--- config.mk ---
export PLATFORM = sky130hd
export DESIGN_NAME = traffic_timer_ctrl
export DESIGN_NICKNAME = d
export VERILOG_FILES = /design/src/rtl/traffic_timer_ctrl.sv
export SDC_FILE = /design/constraint.sdc
export NUM_CORES = 1
export LEC_CHECK = 0
export ABC_CLOCK_PERIOD_IN_PS = 2800
export BUFFER_PORTS_ARGS = -buffer_cell sky130_fd_sc_hd__buf_2
export CAP_MARGIN = 15
export CORE_UTILIZATION = 50
export CTS_BUF_LIST = sky130_fd_sc_hd__clkbuf_4
export DETAILED_ROUTE_END_ITERATION = 16
export PLACE_DENSITY = 0.7
export SLEW_MARGIN = 20
export SYNTH_ARGS = -nofsm -noshare
export SYNTH_HDL_FRONTEND = slang
export SYNTH_SLANG_ARGS = --single-unit
--- constraint.sdc ---
create_clock -name clk_i -period 2.8 [get_ports clk_i]
set_clock_uncertainty 0.2 [all_clocks]
set_input_delay 0.56 -clock clk_i [delete_from_list [all_inputs] [get_ports clk_i]]
set_output_delay 0.56 -clock clk_i [all_outputs]
set_load 0.05 [all_outputs]
--- src/rtl/traffic_timer_ctrl.sv ---
// rtl/traffic_timer_ctrl.sv - one-second prescaler and per-light countdown for traffic_fsm
//
// Purpose:
//   Divides clk_i into one-second ticks, counts down the seconds left in the
//   current light and gives traffic_fsm its two handshake inputs. Holds the
//   green/yellow/red durations, which can be rewritten at run time.
//
// Ports:
//   clk_i                  system clock, rising edge
//   rst_i                  asynchronous active-high reset
//   en_i                   count enable, shared with traffic_fsm
//   light_i                current light from the FSM: 001 green, 010 yellow, 100 red
//   cfg_wr_i               duration write strobe
//   cfg_sel_i              0 green, 1 yellow, 2 red, 3 ignored
//   cfg_data_i             new duration in seconds (0 is stored as 1)
//   second_cnt_pre_last_o  one-cycle pulse, one cycle before each second tick
//   sec_tick_o             one-cycle pulse on the last cycle of each second
//   light_cnt_last_o       level, high while remain_sec_o == 1
//   remain_sec_o           seconds left in the current light (D..1)

module traffic_timer_ctrl #(
  parameter int CLK_PER_SEC       = 50,
  parameter int CNT_W             = 8,
  parameter int LIGHT_STATE_WIDTH = 3,
  parameter int GREEN_SEC         = 10,
  parameter int YELLOW_SEC        = 3,
  parameter int RED_SEC           = 12
) (
  input  logic                         clk_i,
  input  logic                         rst_i,
  input  logic                         en_i,
  input  logic [LIGHT_STATE_WIDTH-1:0] light_i,
  input  logic                         cfg_wr_i,
  input  logic [1:0]                   cfg_sel_i,
  input  logic [CNT_W-1:0]             cfg_data_i,
  output logic                         second_cnt_pre_last_o,
  output logic                         sec_tick_o,
  output logic                         light_cnt_last_o,
  output logic [CNT_W-1:0]             remain_sec_o
);

  localparam int SEC_W = (CLK_PER_SEC > 1) ? $clog2(CLK_PER_SEC) : 1;

  localparam logic [SEC_W-1:0] SEC_PRE_LAST = SEC_W'(CLK_PER_SEC - 2);
  localparam logic [SEC_W-1:0] SEC_LAST     = SEC_W'(CLK_PER_SEC - 1);
  localparam logic [SEC_W-1:0] SEC_ONE      = SEC_W'(1);

  localparam logic [CNT_W-1:0] CNT_ONE      = CNT_W'(1);

  localparam logic [LIGHT_STATE_WIDTH-1:0] LIGHT_GREEN  = LIGHT_STATE_WIDTH'(1);
  localparam logic [LIGHT_STATE_WIDTH-1:0] LIGHT_YELLOW = LIGHT_STATE_WIDTH'(2);
  localparam logic [LIGHT_STATE_WIDTH-1:0] LIGHT_RED    = LIGHT_STATE_WIDTH'(4);

  localparam logic [1:0] SEL_GREEN  = 2'd0;
  localparam logic [1:0] SEL_YELLOW = 2'd1;
  localparam logic [1:0] SEL_RED    = 2'd2;

  // State
  logic [SEC_W-1:0]             sec_cnt_q, sec_cnt_d;
  logic [CNT_W-1:0]             remain_q,  remain_d;
  logic [LIGHT_STATE_WIDTH-1:0] light_q;
  logic [CNT_W-1:0]             dur_g_q,   dur_g_d;
  logic [CNT_W-1:0]             dur_y_q,   dur_y_d;
  logic [CNT_W-1:0]             dur_r_q,   dur_r_d;

  // Decoded control
  logic             pre_last;
  logic             tick;
  logic             light_changed;
  logic             reload;
  logic [CNT_W-1:0] reload_dur;
  logic [CNT_W-1:0] cfg_val;

  always_comb begin
    // Pulses are masked during reset so nothing leaks out while rst_i is high,
    // even for CLK_PER_SEC == 2 where the pre-last count equals the reset count.
    pre_last      = ~rst_i & en_i & (sec_cnt_q == SEC_PRE_LAST);
    tick          = ~rst_i & en_i & (sec_cnt_q == SEC_LAST);
    light_changed = (light_i != light_q);

    // A light change and the end of the last second normally coincide in
    // closed loop; both simply request the same reload.
    reload = light_changed | (tick & (remain_q == CNT_ONE));

    // Durations are read from the current registers, so a write landing on
    // the reload edge only takes effect at the following reload.
    // Anything that is not a clean one-hot light falls back to red.
    reload_dur = dur_r_q;
    case (light_i)
      LIGHT_GREEN:  reload_dur = dur_g_q;
      LIGHT_YELLOW: reload_dur = dur_y_q;
      LIGHT_RED:    reload_dur = dur_r_q;
      default:      reload_dur = dur_r_q;
    endcase

    // A zero duration would stall the countdown, so it is clamped to one second.
    cfg_val = (cfg_data_i == '0) ? CNT_ONE : cfg_data_i;

    // Prescaler
    sec_cnt_d = sec_cnt_q;
    if (reload) begin
      sec_cnt_d = '0;
    end else if (en_i) begin
      sec_cnt_d = (sec_cnt_q == SEC_LAST) ? '0 : sec_cnt_q + SEC_ONE;
    end

    // Countdown
    remain_d = remain_q;
    if (reload) begin
      remain_d = reload_dur;
    end else if (tick && (remain_q > CNT_ONE)) begin
      remain_d = remain_q - CNT_ONE;
    end

    // Duration registers
    dur_g_d = dur_g_q;
    dur_y_d = dur_y_q;
    dur_r_d = dur_r_q;
    if (cfg_wr_i) begin
      case (cfg_sel_i)
        SEL_GREEN:  dur_g_d = cfg_val;
        SEL_YELLOW: dur_y_d = cfg_val;
        SEL_RED:    dur_r_d = cfg_val;
        default:    ;
      endcase
    end
  end

  always_ff @(posedge clk_i or posedge rst_i) begin
    if (rst_i) begin
      sec_cnt_q <= '0;
      remain_q  <= CNT_W'(GREEN_SEC);
      light_q   <= LIGHT_GREEN;
      dur_g_q   <= CNT_W'(GREEN_SEC);
      dur_y_q   <= CNT_W'(YELLOW_SEC);
      dur_r_q   <= CNT_W'(RED_SEC);
    end else begin
      sec_cnt_q <= sec_cnt_d;
      remain_q  <= remain_d;
      // Tracked every cycle, independent of en_i, so an FSM reset while the
      // count is paused still forces a reload.
      light_q   <= light_i;
      dur_g_q   <= dur_g_d;
      dur_y_q   <= dur_y_d;
      dur_r_q   <= dur_r_d;
    end
  end

  assign second_cnt_pre_last_o = pre_last;
  assign sec_tick_o            = tick;
  assign light_cnt_last_o      = (remain_q == CNT_ONE);
  assign remain_sec_o          = remain_q;

endmodule

==> results of run 1 <==
-- worst min-delay path: cells and delay by family --
family	cells	cell delay [ns]
buf+inv	3	0.61
-- per-layer routing --
layer	vias up	global-route usage
li1	824	-
met1	837	0.284
met2	68	0.370
met3	4	0.0450
met4	0	0.0755
met5	-	0
-- cells by family after synthesis --
group                    after synthesis
AND/OR/NAND/NOR                       60
AO/OA/AOI/OAI                         53
flip-flops                            41
multiplexers                          23
buffers and inverters                 14
adder cells (fa/ha/maj)                5
XOR/XNOR                               4
-- synth_stat cells (2+ instances only) --
cell,count
mux2i_1,2
nand4_1,3
ha_1,5
dfrtp_1,32
a21oi_1,6
o21ai_0,6
o31ai_1,4
clkbuf_1,7
xor2_1,3
and2_1,3
nor2_1,5
a31oi_1,8
or3_1,7
nand3_1,3
inv_1,7
nand3b_1,3
or4_1,4
nand2b_1,5
nand2_1,10
nor3_1,5
a22o_1,14
a221oi_1,5
mux2_2,21
and3_1,2
dfstp_2,9
-- sequential cells by signal (all words and copies together) (netlist names) --
name          cells
dur_g_q           8
dur_r_q           8
dur_y_q           8
light_q           3
remain_sec_o      8
sec_cnt_q         6
-- worst max path at each step --
stage | start | endpoint | slack (ns) | cells after the start
floorplan | remain_sec_o[1] | remain_sec_o[2] | 0.38 | 7
global placement | remain_sec_o[1] | remain_sec_o[3] | 0.48 | 6
detailed placement | remain_sec_o[1] | remain_sec_o[6] | 0.42 | 6
CTS | sec_cnt_q[1] | sec_tick_o | 0.06 | 6
global route | sec_cnt_q[1] | sec_tick_o | 0.02 | 6
finish | sec_cnt_q[1] | sec_tick_o | 0.19 | 6
-- per-stage QoR --
step,area (sq um),instances
final,2450,281
after global routing,2450,281
after CTS,2450,281
after detailed placement,2390,273
after global placement,2390,273
after floorplan,2200,200
-- power by group --
group	switching (mW)	total (mW)	leakage, nW	internal [mW]
clock network	0.184	0.301	0.0338	0.116
logic	0.248	0.418	0.516	0.170
registers	0.0843	0.788	0.486	0.704
-- area by class of cell --
class | instances | area, sq um | share of cell area
multi-input cells | 145 | 1110 | 0.452
flip-flops and latches | 41 | 1040 | 0.423
repair buffers | 30 | 158 | 0.0643
well taps | 50 | 62.6 | 0.0255
clock buffers | 7 | 52.6 | 0.0214
inverters | 7 | 30.0 | 0.0123
clock inverters | 1 | 3.75 | 0.00153
==> run metrics, run 1 <==
post-layout min period 2.61 ns; main combinational cell family by area after synthesis compound AO/OA/AOI/OAI gates; master of the slowest instance on the critical path dfrtp_1; power per cell area 615 nW/um^2; clock root cell clkbuf_4; depth of the CTS H-tree 2; core outline area 4120 sq um; Worst Path Buf+Inv 3; hold violation total from the final report 0; data required time at the worst endpoint 2.04 ns; Slew HR 0.534; delay of the slowest cell on the worst path 0.43 ns; Die Span X 68.3 um; number of synthesized flops with an enable pin 0; chain of cells forming the critical path inv_1 > ha_1 > and3b_1 > nand2_2 > inv_1 > buf_2; Reg-to-Reg Start remain_sec_o[1]; total iterations of the first detailed-routing run 4; post_cts resized 0; total power 1.51 mW; clk buf depth 2; most used flip-flop cell after synthesis dfrtp_1; utilization after layout 0.596; dominant cell type by area after synthesis dfrtp_1; overflow left after global routing 0; post-detailed-route wirelength per cell 16.5 um; leading cell type in the layout, fill and taps excluded dfrtp_1; Antenna Violating Nets Remaining 0; top library cells by usage in the layout, fill and taps aside 32 x dfrtp_1, 27 x buf_2, 21 x mux2_2; Async S/R FF share, synth 1.00; setup repair after global routing missed its margin false; worst supply voltage drop on vdd 279 uV; post-synthesis net count 222; Crit Path Class flop to primary output; most frequent cell on the critical path inv_1; pre-CTS WS 0.423 ns; worst-case register-to-register setup slack 0.37 ns; Worst Max-Slew Pin Slew 0.696 ns; fraction of the mapped netlist area in simple logic gates 0.164; cts hold-fix bufs 0; Worst setup SP type flop; number of filler cells placed in the layout 351; aggregate global-route resource usage 0.222; endpoint arrival time on the critical path 1.85 ns; total number of nets in the final design 252; floorplan row count 23; via count of the first global-routing pass 1647; effective utilization at floorplan 0.533; total I/O pin count 28; post-CTS setup buffer count 0; DRC violations left 0; die height 68.3 um; Peak Freq 0.383 GHz; via density per instance 6.17; routed via count 1733; clock slew at the register clock pins of the worst setup and hold paths 0.12 ns; GP Congestion 0.843; number of clock sinks 41; routed length on met2 2.19 mm; total wirelength of the detailed-routed design 4.63 mm; xor/xnor cell area share of the yosys netlist 0.0160; worst-case hold slack 0.162 ns; top area cells in the synthesized netlist dfrtp_1 36%, dfstp_2 11%, mux2_2 11%; pin count of the biggest net entering global routing 42; adder-cell share of the synthesized area 0.0285; top fanout value on the critical path 15; uppermost routed layer met4; leakage power summed over all cells 1.04 nW; depth of the most critical reg-to-reg path 6; clock latency reported for the late side of the worst-skew pair 0.34 ns; worst path setup slack after routing 0.189 ns; category of cells accounting for the largest share of critical-path delay buffers and inverters; antenna diode instance count 0; Yosys warnings 0; CTS tree done; sequential cell area fraction in the yosys report 0.473; met3 wire len 275 um; count of unique library cells instantiated by Yosys 46; area added between synthesis and finish 11.7%; Die Outline Area 4660 sq um; Synth Area in Compound Gates 0.178; HPWL Detailed 3.15 mm; cell count after synthesis 200; starting DRC count in detailed routing 168; register bit total from synthesis 41; number of setup violations in the final report 0; Critical Path End Type primary output; share of final-layout standard cells stronger than drive strength 1 0.320; cts bufs inserted 5; number of antenna violations at the first check in global routing 0; status complete, no violations; global-route wire length before repair 7.63 mm; count of buffers from port buffering 27; met1 wire length 2.12 mm; Hold/Removal Path Class input pin to asynchronous set/reset pin; reg-to-reg endpoint remain_sec_o[7]; Mapped Area 2190 sq um; fraction of the cycle the final worst path needs 0.932; Max-cap violations 0; Sum Neg Setup Slack 0 ns; Syn Area/Cell 11.0 sq um; multiplexer share of the synthesized area 0.117; Slew Limit Fails 0; post-synth top area share 0.365
No activity file was read; power rests on OpenSTA's default activity.
==> inputs of run 2 (changes only) <==
--- a/config.mk
+++ b/config.mk
@@ -5,7 +5,7 @@
 export SDC_FILE = /design/constraint.sdc
 export NUM_CORES = 1
 export LEC_CHECK = 0
-export ABC_CLOCK_PERIOD_IN_PS = 2800
+export ABC_CLOCK_PERIOD_IN_PS = 3120
 export BUFFER_PORTS_ARGS = -buffer_cell sky130_fd_sc_hd__buf_2
 export CAP_MARGIN = 15
 export CORE_UTILIZATION = 50
==> constraint.sdc (replaced) <==
create_clock -name clk_i -period 3.12 [get_ports clk_i]
set_clock_uncertainty 0.2 [all_clocks]
set_input_delay 0.624 -clock clk_i [delete_from_list [all_inputs] [get_ports clk_i]]
set_output_delay 0.624 -clock clk_i [all_outputs]
set_load 0.05 [all_outputs]
==> run 2 against run 1 <==
Net effect:
- non-clock buffer count unchanged
- cell area decreased by 0.31%
- largest cell class unchanged
- clock power decreased by 14%
- wire length decreased by 2.2%
- setup slack improved by 0.15 ns
- largest power group unchanged
- die area unchanged
- sequential share of layout area increased by 0.13 points
- critical path type unchanged
- first-iteration DRC count decreased by 3.6%
- critical path depth unchanged
- combinational power decreased by 10%
- register-to-register slack improved by 0.30 ns
- sequential power decreased by 11%
==> run metrics, run 2 (synthesis gave the netlist of run 1 again) <==
status complete, no violations; Sum Neg Setup Slack 0 ns (unchanged); Slew HR 0.500 (-0.0344); setup repair after global routing missed its margin false; clock group share of total power 0.194 (-0.005); cts hold-fix bufs 0 (unchanged); power per cell area 548 nW/um^2 (-11%); design internal power 0.879 mW (-11%); worst path setup slack after routing 0.335 ns (+0.146 ns); post-layout min period 2.79 ns; share of final-layout standard cells stronger than drive strength 1 0.316 (-0.00433); overflow left after global routing 0 (unchanged); clk buf depth 2 (unchanged); via count of the first global-routing pass 1592 (-3.3%); leading cell type in the layout, fill and taps excluded dfrtp_1; fraction of the cycle the final worst path needs 0.893; die height 68.3 um (unchanged); total I/O pin count 28 (unchanged); clock root cell clkbuf_4; sequential share of power 0.525 (+0.002); clock latency reported for the late side of the worst-skew pair 0.34 ns (about the same); Critical Path End Type primary output; via density per instance 6.15 (-0.29%); effective utilization at floorplan 0.533 (unchanged); CTS tree done; number of clock sinks 41 (unchanged); count of buffers from port buffering 27 (unchanged); Worst Path Buf+Inv 3 (unchanged); number of setup violations in the final report 0 (unchanged); net switching fraction of the power 0.343 (+0.000473); Hold/Removal Path Class input pin to asynchronous set/reset pin; Max-cap violations 0 (unchanged); hold violation total from the final report 0 (unchanged); Worst Max-Slew Pin Slew 0.747 ns (+0.0513 ns); number of antenna violations at the first check in global routing 0 (unchanged); most frequent cell on the critical path inv_1; cts bufs inserted 5 (unchanged); category of cells accounting for the largest share of critical-path delay simple AND/OR/NAND/NOR gates; total wirelength of the detailed-routed design 4.53 mm (-2.2%); worst supply voltage drop on vdd 297 uV (+6.2%); routed via count 1728 (-0.29%); top library cells by usage in the layout, fill and taps aside 32 x dfrtp_1, 27 x buf_2, 21 x mux2_2; core outline area 4120 sq um (unchanged); Slew Limit Fails 0 (unchanged); post-CTS setup buffer count 0 (unchanged); master of the slowest instance on the critical path dfrtp_1; delay of the slowest cell on the worst path 0.43 ns (about the same); net switching power 0.460 mW (-11%); antenna diode instance count 0 (unchanged); pin count of the biggest net entering global routing 42 (unchanged); post_cts resized 0 (unchanged); chain of cells forming the critical path inv_1 > ha_1 > and3b_1 > nand2_1 > inv_1 > buf_2; GP Congestion 0.827 (-2.0%); Logic pwr share 0.281 (+0.003); depth of the CTS H-tree 2 (unchanged); leakage power summed over all cells 1.04 nW (+0.56%); floorplan row count 23 (unchanged); total number of nets in the final design 252 (unchanged); data required time at the worst endpoint 2.30 ns (+0.26 ns); aggregate global-route resource usage 0.230 (+0.00775); total power 1.34 mW (-11%); starting DRC count in detailed routing 162 (-3.6%); area added between synthesis and finish 11.3%; DRC violations left 0 (unchanged); post-detailed-route wirelength per cell 16.1 um (-2.2%); HPWL Detailed 3.23 mm (+2.5%); total iterations of the first detailed-routing run 4 (unchanged); Peak Freq 0.359 GHz; Crit Path Class flop to primary output; top fanout value on the critical path 15 (unchanged); Die Outline Area 4660 sq um (unchanged); pre-CTS WS 0.627 ns (+0.204 ns); clock slew at the register clock pins of the worst setup and hold paths 0.11 ns (about the same); global-route wire length before repair 7.67 mm (+0.45%); endpoint arrival time on the critical path 1.96 ns (+0.11 ns); Die Span X 68.3 um (unchanged); Antenna Violating Nets Remaining 0 (unchanged); Worst setup SP type flop
run 2: final timing paths:
check | from | endpoint | slack [ns] | depth (start not counted)
setup / recovery | sec_cnt_q[1] | sec_tick_o | 0.33 | 6
hold reg to reg | dur_y_q[0] | dur_y_q[0] | 0.30 | 2
min in group clk_i | light_i[2] | light_q[2] | 0.27 | 1
max in group asynchronous | rst_i | dur_g_q[3] | 2.12 | 3
hold / removal | rst_i | sec_cnt_q[5] | 0.22 | 3
setup reg to reg | remain_sec_o[1] | remain_sec_o[7] | 0.67 | 6
run 2: worst register-to-register path: cells and delay by family, from the launching register on:
kind                       cells  cell delay, ns
DFF                            1            0.56
and+or+nand+nor                3            1.15
adders and majority gates      1            0.23
buffers and inverters          1            0.06
AOI/OAI and AO/OA              1            0.18
run 2: power by group through the flow:
stage          combinational [mW]  sequential [mW]  clock (mW)
6_report                    0.376            0.703       0.260
5_1_grt                     0.413            0.719       0.292
4_1_cts                     0.379            0.703       0.269
3_5_place_dp                0.377            0.714           0
3_3_place_gp                0.367            0.707           0
2_1_floorplan               0.202            0.782           0
run 2: cell type report:
| cell class | count | area, sq um |
|---|---|---|
| Clock inverter | 2 | 10.0 |
| Multi-Input combinational cell | 145 | 1100 |
| Fill cell | 381 | 1670 |
| Tap cell | 50 | 62.6 |
| Inverter | 7 | 26.3 |
| Sequential cell | 41 | 1040 |
| Timing Repair Buffer | 30 | 158 |
| Clock buffer | 6 | 45.0 |
run 2: metal layers:
layer  vias to the layer above  GRT usage  share of wire
met1                       841      0.315           0.48
met3                         8     0.0617          0.045
met5                         -          0              0
li1                        835          -              -
met4                         0     0.0938          0.016
met2                        44      0.341           0.46
run 2: stage by stage:
stage | area, sq um | cells | util | hold slack [ns]
6_report | 2440 | 281 | 0.594 | 0.221
5_1_grt | 2440 | 281 | 0.594 | 0.236
4_1_cts | 2440 | 281 | 0.594 | 0.229
3_5_place_dp | 2390 | 273 | 0.580 | 0.288
3_3_place_gp | 2390 | 273 | 0.580 | 0.270
2_1_floorplan | 2190 | 200 | - | 0.260
==> inputs of run 3 (changes only) <==
--- a/config.mk
+++ b/config.mk
@@ -8,6 +8,7 @@
 export ABC_CLOCK_PERIOD_IN_PS = 3120
 export BUFFER_PORTS_ARGS = -buffer_cell sky130_fd_sc_hd__buf_2
 export CAP_MARGIN = 15
+export CORE_MARGIN = 1.5
 export CORE_UTILIZATION = 50
 export CTS_BUF_LIST = sky130_fd_sc_hd__clkbuf_4
 export DETAILED_ROUTE_END_ITERATION = 16
==> run 3 against run 2 <==
Net effect:
- flip-flop and latch count did not move
- non-clock buffer count is the same
- critical path depth did not move
- wire length grew 2.7%
- clock power barely moved
- via count shrank 0.46%
- sequential share of layout area stayed put
- fmax down 0.57%
- critical path type unchanged
- highest routed layer unchanged
==> run metrics, run 3 (synthesis gave the netlist of run 1 again) <==
starting DRC count in detailed routing 95 (-41%); total I/O pin count 28 (unchanged); total number of nets in the final design 252 (unchanged); overflow left after global routing 0 (unchanged); category of cells accounting for the largest share of critical-path delay simple AND/OR/NAND/NOR gates; Slew Limit Fails 0 (unchanged); post-CTS setup buffer count 0 (unchanged); total iterations of the first detailed-routing run 4 (unchanged); Worst Path Buf+Inv 3 (unchanged); Critical Path End Type primary output; most frequent cell on the critical path inv_1; area added between synthesis and finish 11.3% (unchanged); endpoint arrival time on the critical path 1.98 ns (+0.02 ns); master of the slowest instance on the critical path dfrtp_1; Sum Neg Setup Slack 0 ns (unchanged); CTS tree done; HPWL Detailed 3.28 mm (+1.6%); pin count of the biggest net entering global routing 42 (unchanged); fraction of the cycle the final worst path needs 0.898 (+0.00516); Max-cap violations 0 (unchanged); worst supply voltage drop on vdd 250 uV (-16%); post_cts resized 0 (unchanged); number of clock sinks 41 (unchanged); floorplan row count 23 (unchanged); clock slew at the register clock pins of the worst setup and hold paths 0.11 ns (about the same); Worst setup SP type flop; routed via count 1720 (-0.46%); aggregate global-route resource usage 0.205 (-0.0248); Die Span X 69.3 um (+1.5%); DRC violations left 0 (unchanged); status complete, no violations; via density per instance 6.12 (-0.46%); Antenna Violating Nets Remaining 0 (unchanged); die height 69.3 um (+1.5%); leading cell type in the layout, fill and taps excluded dfrtp_1; chain of cells forming the critical path inv_1 > ha_1 > and3b_1 > nand2_1 > inv_1 > buf_2; Hold/Removal Path Class input pin to asynchronous set/reset pin; delay of the slowest cell on the worst path 0.43 ns (about the same); Slew HR 0.493 (-0.00635); leakage power summed over all cells 1.04 nW (unchanged); share of final-layout standard cells stronger than drive strength 1 0.316 (unchanged); power per cell area 549 nW/um^2 (+0.10%); cts bufs inserted 5 (unchanged); critical path depth in cells 6 (unchanged); clock root cell clkbuf_4; setup repair after global routing missed its margin false; count of buffers from port buffering 27 (unchanged); cts hold-fix bufs 0 (unchanged); number of filler cells placed in the layout 366 (-3.9%); via count of the first global-routing pass 1687 (+6.0%); Worst Max-Slew Pin Slew 0.757 ns (+0.00949 ns); data required time at the worst endpoint 2.30 ns (about the same); clk buf depth 2 (unchanged); antenna diode instance count 0 (unchanged); top fanout value on the critical path 15 (unchanged); Crit Path Class flop to primary output; clock latency reported for the late side of the worst-skew pair 0.34 ns (about the same); Peak Freq 0.357 GHz (-0.57%); hold violation total from the final report 0 (unchanged); GP Congestion 0.840 (+1.6%); post-layout min period 2.80 ns (+0.0161 ns); effective utilization at floorplan 0.533 (unchanged); top library cells by usage in the layout, fill and taps aside 32 x dfrtp_1, 27 x buf_2, 21 x mux2_2; Die Outline Area 4800 sq um (+3.0%); depth of the most critical reg-to-reg path 6 (unchanged); depth of the CTS H-tree 2 (unchanged); total power 1.34 mW (+0.10%); core outline area 4120 sq um (unchanged); number of antenna violations at the first check in global routing 0 (unchanged); total wirelength of the detailed-routed design 4.65 mm (+2.7%); number of setup violations in the final report 0 (unchanged); global-route wire length before repair 7.88 mm (+2.8%); post-detailed-route wirelength per cell 16.5 um (+2.7%)
==> run 3: cell counts in the layout (fill, tap and decap cells not counted) <==
No cell type changed its count.
==> run 3: layout make-up <==
class	count	area [sq um]	area share
clock inverters	2	10.0	0.00410
repair buffers	30	158	0.0645
well taps	50	62.6	0.0256
inverters	7	26.3	0.0108
flip-flops and latches	41	1040	0.424
multi-input cells	145	1100	0.452
clock buffers	6	45.0	0.0184
==> run 3: path summary, 6_finish.rpt <==
path                                  from              end  slack (ns)
max reg2reg                remain_sec_o[1]  remain_sec_o[7]        0.69
min reg2reg                     dur_y_q[0]       dur_y_q[0]        0.31
min in group clk_i              light_i[2]       light_q[2]        0.27
max in group asynchronous            rst_i       dur_g_q[3]        2.12
max                           sec_cnt_q[1]       sec_tick_o        0.32
min                                  rst_i  remain_sec_o[6]        0.22
==> run 3: power by group <==
| group | internal (mW) | switching [mW] |
|---|---|---|
| Sequential | 0.632 | 0.0737 |
| Clock | 0.0947 | 0.164 |
| Combinational | 0.153 | 0.224 |
==> run 3: routing by layer <==
| metal | wire length [um] | up-vias | part of all wire | global-route usage |
|---|---|---|---|---|
| met5 | 0 | - | 0 | 0 |
| met4 | 24 | 0 | 0.0052 | 0.0675 |
| met1 | 2120 | 841 | 0.45 | 0.268 |
| met2 | 2280 | 53 | 0.49 | 0.333 |
| li1 | - | 824 | - | - |
| met3 | 233 | 2 | 0.050 | 0.0509 |
==> run 3: tightest hold or removal path, delay by kind of cell <==
kind | cells | cell delay (ns)
buf+inv | 3 | 0.59
==> run 3: stage by stage <==
| step | util | setup slack (ns) | area [sq um] | instances | hold WS (ns) |
|---|---|---|---|---|---|
| finish | 0.594 | 0.319 | 2440 | 281 | 0.215 |
| global route | 0.594 | 0.165 | 2440 | 281 | 0.242 |
| CTS | 0.594 | 0.314 | 2440 | 281 | 0.226 |
| detailed placement | 0.580 | 0.651 | 2390 | 273 | 0.290 |
| global placement | 0.580 | 0.678 | 2390 | 273 | 0.269 |
| floorplan | - | 0.158 | 2190 | 200 | 0.260 |
